`src/rtl/wb_image_loader.sv`:
```
// wb_image_loader: Wishbone classic initiator that fills program SRAM from a byte stream.
// Bytes pack little-endian into words; a partial word is flushed on byte_last.
module wb_image_loader #(
   parameter logic [31:0] BASE_ADDR = 32'h3000_0000,
   parameter int          WORDS     = 512,
   parameter int          TIMEOUT   = 255
) (
   input  logic        wb_clk_i,
   input  logic        wb_rst_i,
   input  logic        start,
   input  logic [7:0]  byte_in,
   input  logic        byte_valid,
   input  logic        byte_last,
   output logic        byte_ready,
   output logic        wbm_cyc_o,
   output logic        wbm_stb_o,
   output logic        wbm_we_o,
   output logic [31:0] wbm_adr_o,
   output logic [31:0] wbm_dat_o,
   output logic [3:0]  wbm_sel_o,
   input  logic        wbm_ack_i,
   output logic        busy,
   output logic        done,
   output logic        error,
   output logic [9:0]  word_count
);

   localparam logic [2:0] S_IDLE    = 3'd0;
   localparam logic [2:0] S_COLLECT = 3'd1;
   localparam logic [2:0] S_WRITE   = 3'd2;
   localparam logic [2:0] S_DONE    = 3'd3;
   localparam logic [2:0] S_ERROR   = 3'd4;

   localparam logic [9:0] WORDS_MAX = 10'(WORDS);
   localparam logic [7:0] TMO_LAST  = 8'(TIMEOUT - 1);

   logic [2:0] state;
   logic [1:0] lane;
   logic [7:0] tmo;
   logic       last_word;
   logic [9:0] wc_next;
   logic       xfer;

   assign wc_next = word_count + 10'd1;
   assign xfer    = byte_valid & byte_ready;

   // The assembly register doubles as the bus data output so it stays
   // frozen for the whole strobe without a second copy.
   always_ff @(posedge wb_clk_i or posedge wb_rst_i) begin
      if (wb_rst_i) begin
         state      <= S_IDLE;
         lane       <= 2'd0;
         tmo        <= 8'd0;
         last_word  <= 1'b0;
         byte_ready <= 1'b0;
         wbm_cyc_o  <= 1'b0;
         wbm_stb_o  <= 1'b0;
         wbm_we_o   <= 1'b0;
         wbm_adr_o  <= 32'd0;
         wbm_dat_o  <= 32'd0;
         wbm_sel_o  <= 4'd0;
         busy       <= 1'b0;
         done       <= 1'b0;
         error      <= 1'b0;
         word_count <= 10'd0;
      end else begin
         case (state)
            S_IDLE, S_DONE, S_ERROR: begin
               if (start) begin
                  state      <= S_COLLECT;
                  lane       <= 2'd0;
                  busy       <= 1'b1;
                  byte_ready <= 1'b1;
                  done       <= 1'b0;
                  error      <= 1'b0;
                  word_count <= 10'd0;
                  wbm_adr_o  <= BASE_ADDR;
                  wbm_dat_o  <= 32'd0;
                  wbm_sel_o  <= 4'd0;
               end
            end
            S_COLLECT: begin
               if (xfer) begin
                  wbm_dat_o[{lane, 3'b000} +: 8] <= byte_in;
                  wbm_sel_o[lane] <= 1'b1;
                  lane <= lane + 2'd1;
                  if (lane == 2'd3 || byte_last) begin
                     state      <= S_WRITE;
                     last_word  <= byte_last;
                     tmo        <= 8'd0;
                     byte_ready <= 1'b0;
                     wbm_cyc_o  <= 1'b1;
                     wbm_stb_o  <= 1'b1;
                     wbm_we_o   <= 1'b1;
                  end
               end
            end
            S_WRITE: begin
               if (wbm_ack_i) begin
                  wbm_cyc_o  <= 1'b0;
                  wbm_stb_o  <= 1'b0;
                  wbm_we_o   <= 1'b0;
                  word_count <= wc_next;
                  lane       <= 2'd0;
                  wbm_adr_o  <= wbm_adr_o + 32'd4;
                  wbm_dat_o  <= 32'd0;
                  wbm_sel_o  <= 4'd0;
                  if (last_word || wc_next == WORDS_MAX) begin
                     state <= S_DONE;
                     busy  <= 1'b0;
                     done  <= 1'b1;
                  end else begin
                     state      <= S_COLLECT;
                     byte_ready <= 1'b1;
                  end
               end else if (tmo == TMO_LAST) begin
                  state     <= S_ERROR;
                  busy      <= 1'b0;
                  error     <= 1'b1;
                  wbm_cyc_o <= 1'b0;
                  wbm_stb_o <= 1'b0;
                  wbm_we_o  <= 1'b0;
               end else begin
                  tmo <= tmo + 8'd1;
               end
            end
            default: begin
               state <= S_IDLE;
            end
         endcase
      end
   end

endmodule

```
`config.mk`:
```
export PLATFORM = sky130hd
export DESIGN_NAME = wb_image_loader
export DESIGN_NICKNAME = d
export VERILOG_FILES = /design/src/rtl/wb_image_loader.sv
export SDC_FILE = /design/constraint.sdc
export NUM_CORES = 1
export LEC_CHECK = 0
export ABC_AREA = 1
export CAP_MARGIN = 20
export CORE_MARGIN = 5
export CORE_UTILIZATION = 25
export CTS_CLUSTER_DIAMETER = 200
export DETAILED_ROUTE_END_ITERATION = 16
export DONT_BUFFER_PORTS = 1
export SYNTH_ARGS = -nofsm -noshare
export SYNTH_HDL_FRONTEND = slang
export SYNTH_SLANG_ARGS = --single-unit
```
`constraint.sdc`:
```
create_clock -name wb_clk_i -period 4.8 [get_ports wb_clk_i]
set_input_delay 1.2 -clock wb_clk_i [delete_from_list [all_inputs] [get_ports wb_clk_i]]
set_output_delay 1.2 -clock wb_clk_i [all_outputs]
set_load 0.05 [all_outputs]
```
---- After elaboration in Yosys (flattened, before gate mapping) ----
Cells that the tools add are included.
storage, ports and cells
  input port bits ......................... 14
  word-level logic and storage cells ...... 114
  register bits after elaboration ......... 97
operators by class
  magnitude comparators ................... 2
  equal/unequal tests ..................... 18
  shift-type cells ........................ 2
  multiplexer cells ....................... 54
  reductions and logical operators ........ 18
  bitwise operators ....................... 2
  add/subtract/negate cells ............... 5
operator list
  operator                                              number
  two-way mux 32 bit                                    5
  case mux 32 bit (3 select lines)                      1
  case mux 32 bit (2 select lines)                      1
  adder 32 x 3 -> 32 bit, second input constant         1
  bitwise mux 32 bit                                    1
  two-way mux 8 bit                                     4
  variable shift 8 x 7 -> 32 bit, first input constant  1
  indexed part select 8 x 7 -> 32 bit                   1
  AND reduction 4 bit                                   6
  two-way mux 10 bit                                    2
  case mux 10 bit (2 select lines)                      1
  != test 2 bit, second input constant                  9
  two-way mux 1 bit                                     17
  case mux 8 bit (2 select lines)                       1
  two-way mux 3 bit                                     5
  two-way mux 4 bit                                     3
  case mux 4 bit (3 select lines)                       1
  adder 10 x 1 -> 10 bit, second input constant         1
  equality test 10 bit, second input constant           1
  case mux 3 bit (3 select lines)                       1
  adder 8 x 1 -> 8 bit, second input constant           1
  equality test 8 bit, second input constant            1
  two-way mux 2 bit                                     4
  case mux 1 bit (2 select lines)                       4
  other kinds (23)                                      28

---- Depth between registers and ports, before layout ----
Gate-level depths: netlist of the first run.
  depth after elaboration ................. 7
  mapped depth ............................ 14

---- Worst setup path after synthesis of the first run ----
OpenSTA, ideal clock, no wires.
  path kind ............................... input -> register
  from .................................... input byte_valid
  to ...................................... register wbm_dat_o[8]
  arrival time ............................ 2.070 ns
  path slack .............................. 2.607 ns
  cell stages on the path ................. 8
  cells stage by stage .................... nand2_1 -> a21oi_1 -> nand2_4 -> a21oi_2 -> inv_2 -> buf_6 -> nand2_1 -> o21ai_1
between the ends
  word-level cells in the longest chain between the ends .. 3
RTL lines
  what                            line  source
  start: declaration              12    input logic byte_valid,
  AND 1 bit                       45    assign xfer = byte_valid & byte_ready;
  != test 2 bit (no line)         n/a
  AND reduction 4 bit (no line)   n/a
  end signal: indexed assignment  84    wbm_dat_o[{lane, 3'b000} +: 8] <= byte_in;
  end: declaration                19    output logic [31:0] wbm_dat_o,
No other way between the ends.
A chain may end at the register's enable or synchronous reset.

---- Worst setup path after layout of the first run ----
  from .................................... register state[1]
  to ...................................... register wbm_adr_o[20]
between the ends
  word-level cells in the longest chain between the ends .. 4
RTL lines
  what                                                                  line  source
  start: declaration                                                    37    logic [2:0] state;
  start signal: assignment                                              51    state <= S_IDLE;
  start signal: assignment                                              70    state <= S_COLLECT;
  start signal: assignment                                              88    state <= S_WRITE;
  equality test 3 x 2 -> 1 bit (tied with other cells)                  67    case (state)
  OR reduction 3 bit                                                    67
  != test 2 bit (no line) / nonzero test 2 bit (equally long branches)  n/a
  AND reduction 3 bit (no line)                                         n/a
  end signal: assignment                                                105   wbm_adr_o <= wbm_adr_o + 32'd4;
  end: declaration                                                      18    output logic [31:0] wbm_adr_o,
Parallel ways exist; a longest one is shown, timed or not.

==> results of run 1 <==
power groups by stage:
stage	Clock (mW)	Combinational, mW	Sequential, mW
2_1_floorplan	0	0.920	1.30
3_3_place_gp	0	1.04	1.34
3_5_place_dp	0	1.05	1.34
4_1_cts	0.794	1.05	1.32
5_1_grt	0.830	1.18	1.34
6_report	0.776	1.04	1.32
cell usage after synthesis, drive strengths merged (2+ instances only):
library cell	number	area, µm²
nand4	29	181
nor3	19	100
xor2	9	78.8
a21oi	12	63.8
o21ai	81	465
nand3	46	235
ha	12	150
inv	79	299
dfrtp	95	2380
nor2	68	328
nor3b	3	22.5
or2	2	12.5
buf	18	134
nor4	2	18.8
o31ai	4	30.0
xnor2	2	17.5
nand2	186	726
o22ai	4	25.0
o21bai	2	15.0
worst reg2reg max path: stages, from the launching register on:
cell     delay [ns]
dfrtp_1        0.39
inv_2          0.11
nor2_2         0.06
nand2_2        0.31
nor2_4         0.08
nor2_2         0.14
nand2_4        0.19
inv_2          0.60
nand3_1        0.29
nor3b_1        0.23
nor2_1         0.07
layer usage:
layer,part of all wire,track usage
met4,0.012,0.0388
met1,0.46,0.165
met3,0.077,0.0416
met2,0.45,0.194
met5,0,0
layout by cell type, fill, tap and decap left out, types with 12 or more instances in the layout:
| master | count |
|---|---|
| nand3_1 | 45 |
| dfrtp_1 | 95 |
| nor3_1 | 18 |
| nand4_1 | 29 |
| nor2_1 | 55 |
| inv_1 | 68 |
| o21ai_1 | 25 |
| o21ai_0 | 46 |
| ha_1 | 12 |
| nand2_1 | 181 |
worst max path at each step:
stage	slack, ns	startpoint	depth (start not counted)	endpoint
2_1_floorplan	1.12	wb_rst_i	1	busy$_DFFE_PP0P_
3_3_place_gp	1.95	wbm_ack_i	7	wbm_adr_o[20]$_DFFE_PP0P_
3_5_place_dp	1.89	wbm_ack_i	7	wbm_adr_o[20]$_DFFE_PP0P_
4_1_cts	2.18	state[1]$_DFFE_PP0P_	10	wbm_adr_o[20]$_DFFE_PP0P_
5_1_grt	1.94	state[1]$_DFFE_PP0P_	10	wbm_adr_o[20]$_DFFE_PP0P_
6_report	2.22	state[1]$_DFFE_PP0P_	10	wbm_adr_o[20]$_DFFE_PP0P_
sequential cells by signal, summed over array words and instances (netlist names), 2 cells and up:
register,flops
lane,2
wbm_dat_o,32
word_count,10
wbm_sel_o,4
wbm_adr_o,30
state,3
tmo,8
stage by stage:
step	setup slack [ns]	instances	power [mW]
floorplan	1.12	681	2.22
global placement	1.95	939	2.38
detailed placement	1.89	939	2.39
CTS	2.18	955	3.17
global route	1.94	956	3.35
finish	2.22	956	3.13
logic make-up after synthesis:
group                    Yosys count  synth area share
AND/OR/NAND/NOR                  355             0.305
AO/OA/AOI/OAI                    108             0.120
XOR/XNOR                          11            0.0181
flip-flops                        95             0.446
other                              1          0.000704
adder cells (fa/ha/maj)           12            0.0282
buffers and inverters             98            0.0819
area by class of cell:
type	instances	area, µm²
clock inverter	6	83.8
fill	2228	15100
tap	275	344
timing repair buffer	3	42.5
clock buffer	10	229
inverter	79	302
sequential	95	2380
multi-input combinational	488	2520
==> results.sh, run 1 <==
export IMPL_start_util=0.253
export IMPL_min_delay_start="state[1]$_DFFE_PP0P_"
export IMPL_cp_num_buf_inv=2
export IMPL_die_area_mm2=0.0243
export IMPL_cts_max_path_buffers=2
export IMPL_fmax_mhz=388
export IMPL_synth_edf_count=0
export IMPL_place_gp_congestion=0.842
export IMPL_fin_area_mm2=0.00590
export IMPL_ff2ff_setup_slack_ns=2.22
export IMPL_finalHoldViolations=0
export IMPL_finalWorstPathRequiredPeriod_ns=2.58
export IMPL_track_usage=0.125
export IMPL_irDropWorstVdd_uv=206
export IMPL_viasPerCell=4.67
export IMPL_final_setup_viol_count=0
export IMPL_syn_to_final_growth_pct=10.7
export IMPL_cp_arrival_ns=2.82
export IMPL_grt_setup_unrepaired="no"
export IMPL_nNetsFinal=702
export IMPL_cts_resized=0
export IMPL_overflow=0
export IMPL_slew_headroom=0.473
export IMPL_critPathCaptureType="flop"
export IMPL_swShare=0.489
export IMPL_vias=4465
export IMPL_hold_class="flop to flop"
export IMPL_crit_family="simple AND/OR/NAND/NOR gates"
export IMPL_worst_pin_slew_ns=0.784
export IMPL_reg2reg_to="wbm_adr_o[20]$_DFFE_PP0P_"
export IMPL_fin_setup_tns_ns=0
export IMPL_grt_pass1_vias=4329
export IMPL_hold_path_depth=2
export IMPL_io_pins=99
export IMPL_switching_power_mw=1.53
export IMPL_p_per_area_mw_per_mm2=532
export IMPL_dr_pass1_iters=5
export IMPL_ys_warn_count=0
export IMPL_cts_buffers=9
export IMPL_post_cts_buffers=0
export IMPL_drive_gt1_frac=0.0925
export IMPL_clock_root_buffer="clkbuf_16"
export IMPL_startpoint_type="flop"
export IMPL_synth_seq_cells=95
export IMPL_synth_area_mm2=0.00533
export IMPL_path_cells="inv_2 -> nor2_2 -> nand2_2 -> nor2_4 -> nor2_2 -> nand2_4 -> inv_2 -> nand3_1 -> nor3b_1 -> nor2_1"
export IMPL_ant_nets=0
export IMPL_cts_sink_count=95
export IMPL_maxSlewViolCount=0
export IMPL_path_clk_slew_ns=0.07
export IMPL_port_buffer_count=0
export IMPL_wirelength_um=15000
export IMPL_async_flop_share=1.00
export IMPL_ys_flop_type="dfrtp_1"
export IMPL_hold_path_end="state[1]$_DFFE_PP0P_"
export IMPL_num_antenna_cells=0
export IMPL_die_w_um=156
export IMPL_drtIter0Drc=306
export IMPL_dp_hpwl_um=11300
export IMPL_die_y_um=156
export IMPL_dpl_instance_area_mm2=0.00556
export IMPL_grt_pass1_wl_um=24100
export IMPL_synth_distinct_cells=41
export IMPL_required_ns=5.04
export IMPL_rr_startpoint="state[1]$_DFFE_PP0P_"
export IMPL_wl_per_cell_um=15.7
export IMPL_antenna_found_initial=0
export IMPL_hold_worst_slack_ns=0.547
export IMPL_p_clk_frac=0.248
export IMPL_hold_buffers=0
export IMPL_p_leak_nw=2.48
export IMPL_p_int_mw=1.60
export IMPL_grt_max_degree=75
export IMPL_drc=0
export IMPL_slowest_stage="inv_2"
export IMPL_rr_worst_depth=10
export IMPL_power_frac_seq=0.421
export IMPL_netlist_instances=680
export IMPL_post_route_util=0.281
export IMPL_insertion_delay_ns=0.35
export IMPL_coreArea_mm2=0.0210
export IMPL_avgSynthCellArea_um2=7.84
export IMPL_max_cap_violations=0
export IMPL_outcome="completed"
export IMPL_crit_type="flop to flop"
export IMPL_slowest_delay_ns=0.59
export IMPL_ys_seq_area_frac=0.446
export IMPL_cts_tree="built"
export IMPL_rows=53
export IMPL_worstPathMaxFanout=45
export IMPL_post_route_period_util=0.538
export IMPL_cts_max_level=3
export IMPL_fin_skew_ns=0.00702
export IMPL_pwr_share_comb=0.332
(Power assumes the default switching activity.)
==> run 2, diff against run 1 <==
Clock period 4.8 ns to 2.6 ns, I/O delays scaled along.
==> results.sh, run 2 (synthesis results as in run 1) <==
export IMPL_start_util=0.253
export IMPL_setup_slack_ns=0.464
export IMPL_die_w_um=156
export IMPL_crit_type="flop to flop"
export IMPL_place_gp_congestion=0.875
export IMPL_startpoint="lane[0]$_DFFE_PP0P_"
export IMPL_slew_headroom=0.492
export IMPL_outcome="completed"
export IMPL_port_buffer_count=0
export IMPL_cts_max_path_buffers=2
export IMPL_track_usage=0.127
export IMPL_clock_root_buffer="clkbuf_16"
export IMPL_vias=4612
export IMPL_overflow=0
export IMPL_finalWorstPathRequiredPeriod_ns=2.14
export IMPL_die_y_um=156
export IMPL_rr_startpoint="lane[0]$_DFFE_PP0P_"
export IMPL_post_cts_buffers=0
export IMPL_finalHoldViolations=0
export IMPL_hold_worst_slack_ns=0.326
export IMPL_wirelength_um=15300
export IMPL_p_leak_nw=2.66
export IMPL_fillers=2256
export IMPL_slowest_delay_ns=0.55
export IMPL_required_ns=2.88
export IMPL_top_register="wbm_dat_o"
export IMPL_grt_pass1_wl_um=24600
export IMPL_p_total_mw=5.74
export IMPL_final_common_cell="nand2_1"
export IMPL_top_regs="wbm_dat_o x32, wbm_adr_o x30, word_count x10"
export IMPL_cts_sink_count=95
export IMPL_startpoint_type="flop"
export IMPL_fin_skew_ns=0.0105
export IMPL_cts_buffers=9
export IMPL_place_ws_ns=0.471
export IMPL_num_antenna_cells=0
export IMPL_grt_pass1_vias=4349
export IMPL_worstPathMaxFanout=10
export IMPL_nNetsFinal=744
export IMPL_finalNonFillerCells=998
export IMPL_dp_hpwl_um=11800
export IMPL_grt_max_degree=96
export IMPL_irDropWorstVdd_uv=386
export IMPL_slowest_stage="dfrtp_1"
export IMPL_p_per_area_mw_per_mm2=931
export IMPL_drtIter0Drc=318
export IMPL_dpl_instance_area_mm2=0.00589
export IMPL_fin_area_mm2=0.00617
export IMPL_final_cell_mix="nand2_1, dfrtp_1, inv_1"
export IMPL_final_setup_viol_count=0
export IMPL_io_pins=99
export IMPL_fin_setup_tns_ns=0
export IMPL_cp_arrival_ns=2.41
export IMPL_cts_max_level=3
export IMPL_drive_gt1_frac=0.144
export IMPL_grt_setup_unrepaired="no"
export IMPL_critPathCaptureType="flop"
export IMPL_fmax_mhz=468
export IMPL_drc=0
export IMPL_antenna_found_initial=0
export IMPL_path_cells="inv_1 -> ha_1 -> inv_1 -> nor2_4 -> inv_2 -> nor4_2 -> nand2_1 -> o21ai_1"
export IMPL_crit_top_cell="inv_1"
export IMPL_maxSlewViolCount=0
export IMPL_dp_cells=982
export IMPL_worst_pin_slew_ns=0.759
export IMPL_cts_tree="built"
export IMPL_max_cap_violations=0
export IMPL_hold_class="primary input to async pin"
export IMPL_insertion_delay_ns=0.35
export IMPL_die_area_mm2=0.0243
export IMPL_largest_reg_flops=32
export IMPL_path_clk_slew_ns=0.07
export IMPL_coreArea_mm2=0.0210
export IMPL_syn_to_final_growth_pct=15.7
export IMPL_post_route_util=0.293
export IMPL_rows=53
export IMPL_ant_nets=0
export IMPL_dr_pass1_iters=5
export IMPL_wl_per_cell_um=15.3
export IMPL_cts_resized=0
export IMPL_post_route_period_util=0.821
export IMPL_viasPerCell=4.62
export IMPL_hold_buffers=0
-- run 2: per-layer routing --
metal / GRT usage / wire length, µm / vias to the layer above
met5: 0 / 0 / -
met4: 0.0279 / 174 / 0
met3: 0.0585 / 1790 / 18
met2: 0.195 / 6930 / 149
met1: 0.163 / 6400 / 2138
li1: - / - / 2307
-- run 2: worst paths after layout --
check | endpoint | slack (ns) | cells past startpoint
worst max-delay path | wbm_dat_o[18]$_DFFE_PP0P_ | 0.46 | 8
worst min-delay path | wbm_we_o$_DFFE_PP0P_ | 0.33 | 2
worst max register to register | wbm_dat_o[18]$_DFFE_PP0P_ | 0.46 | 8
worst min register to register | state[1]$_DFFE_PP0P_ | 0.54 | 2
max in group asynchronous | word_count[9]$_DFFE_PP0P_ | 1.90 | 2
min in group wb_clk_i | last_word$_DFFE_PP0P_ | 0.43 | 2
-- run 2: power by group --
group	internal, mW	leakage, nW	switching, mW
Clock	0.659	0.127	0.606
Combinational	0.521	1.24	1.66
Sequential	1.68	1.30	0.616
-- run 2: area by class of cell --
cell class	count	area, µm²	share of cell area
sequential	95	2380	0.385
timing repair buffer	45	350	0.0568
clock inverter	5	41.3	0.00670
multi-input combinational	488	2520	0.408
inverter	79	303	0.0491
tap	275	344	0.0558
clock buffer	11	233	0.0377
-- run 2: critical path: cells and delay by family, from the launching register on --
kind | cells | cell delay (ns)
adder cells (fa/ha/maj) | 1 | 0.39
buffers and inverters | 3 | 0.38
flip-flops | 1 | 0.55
AO/OA/AOI/OAI | 1 | 0.15
AND/OR/NAND/NOR | 3 | 0.59
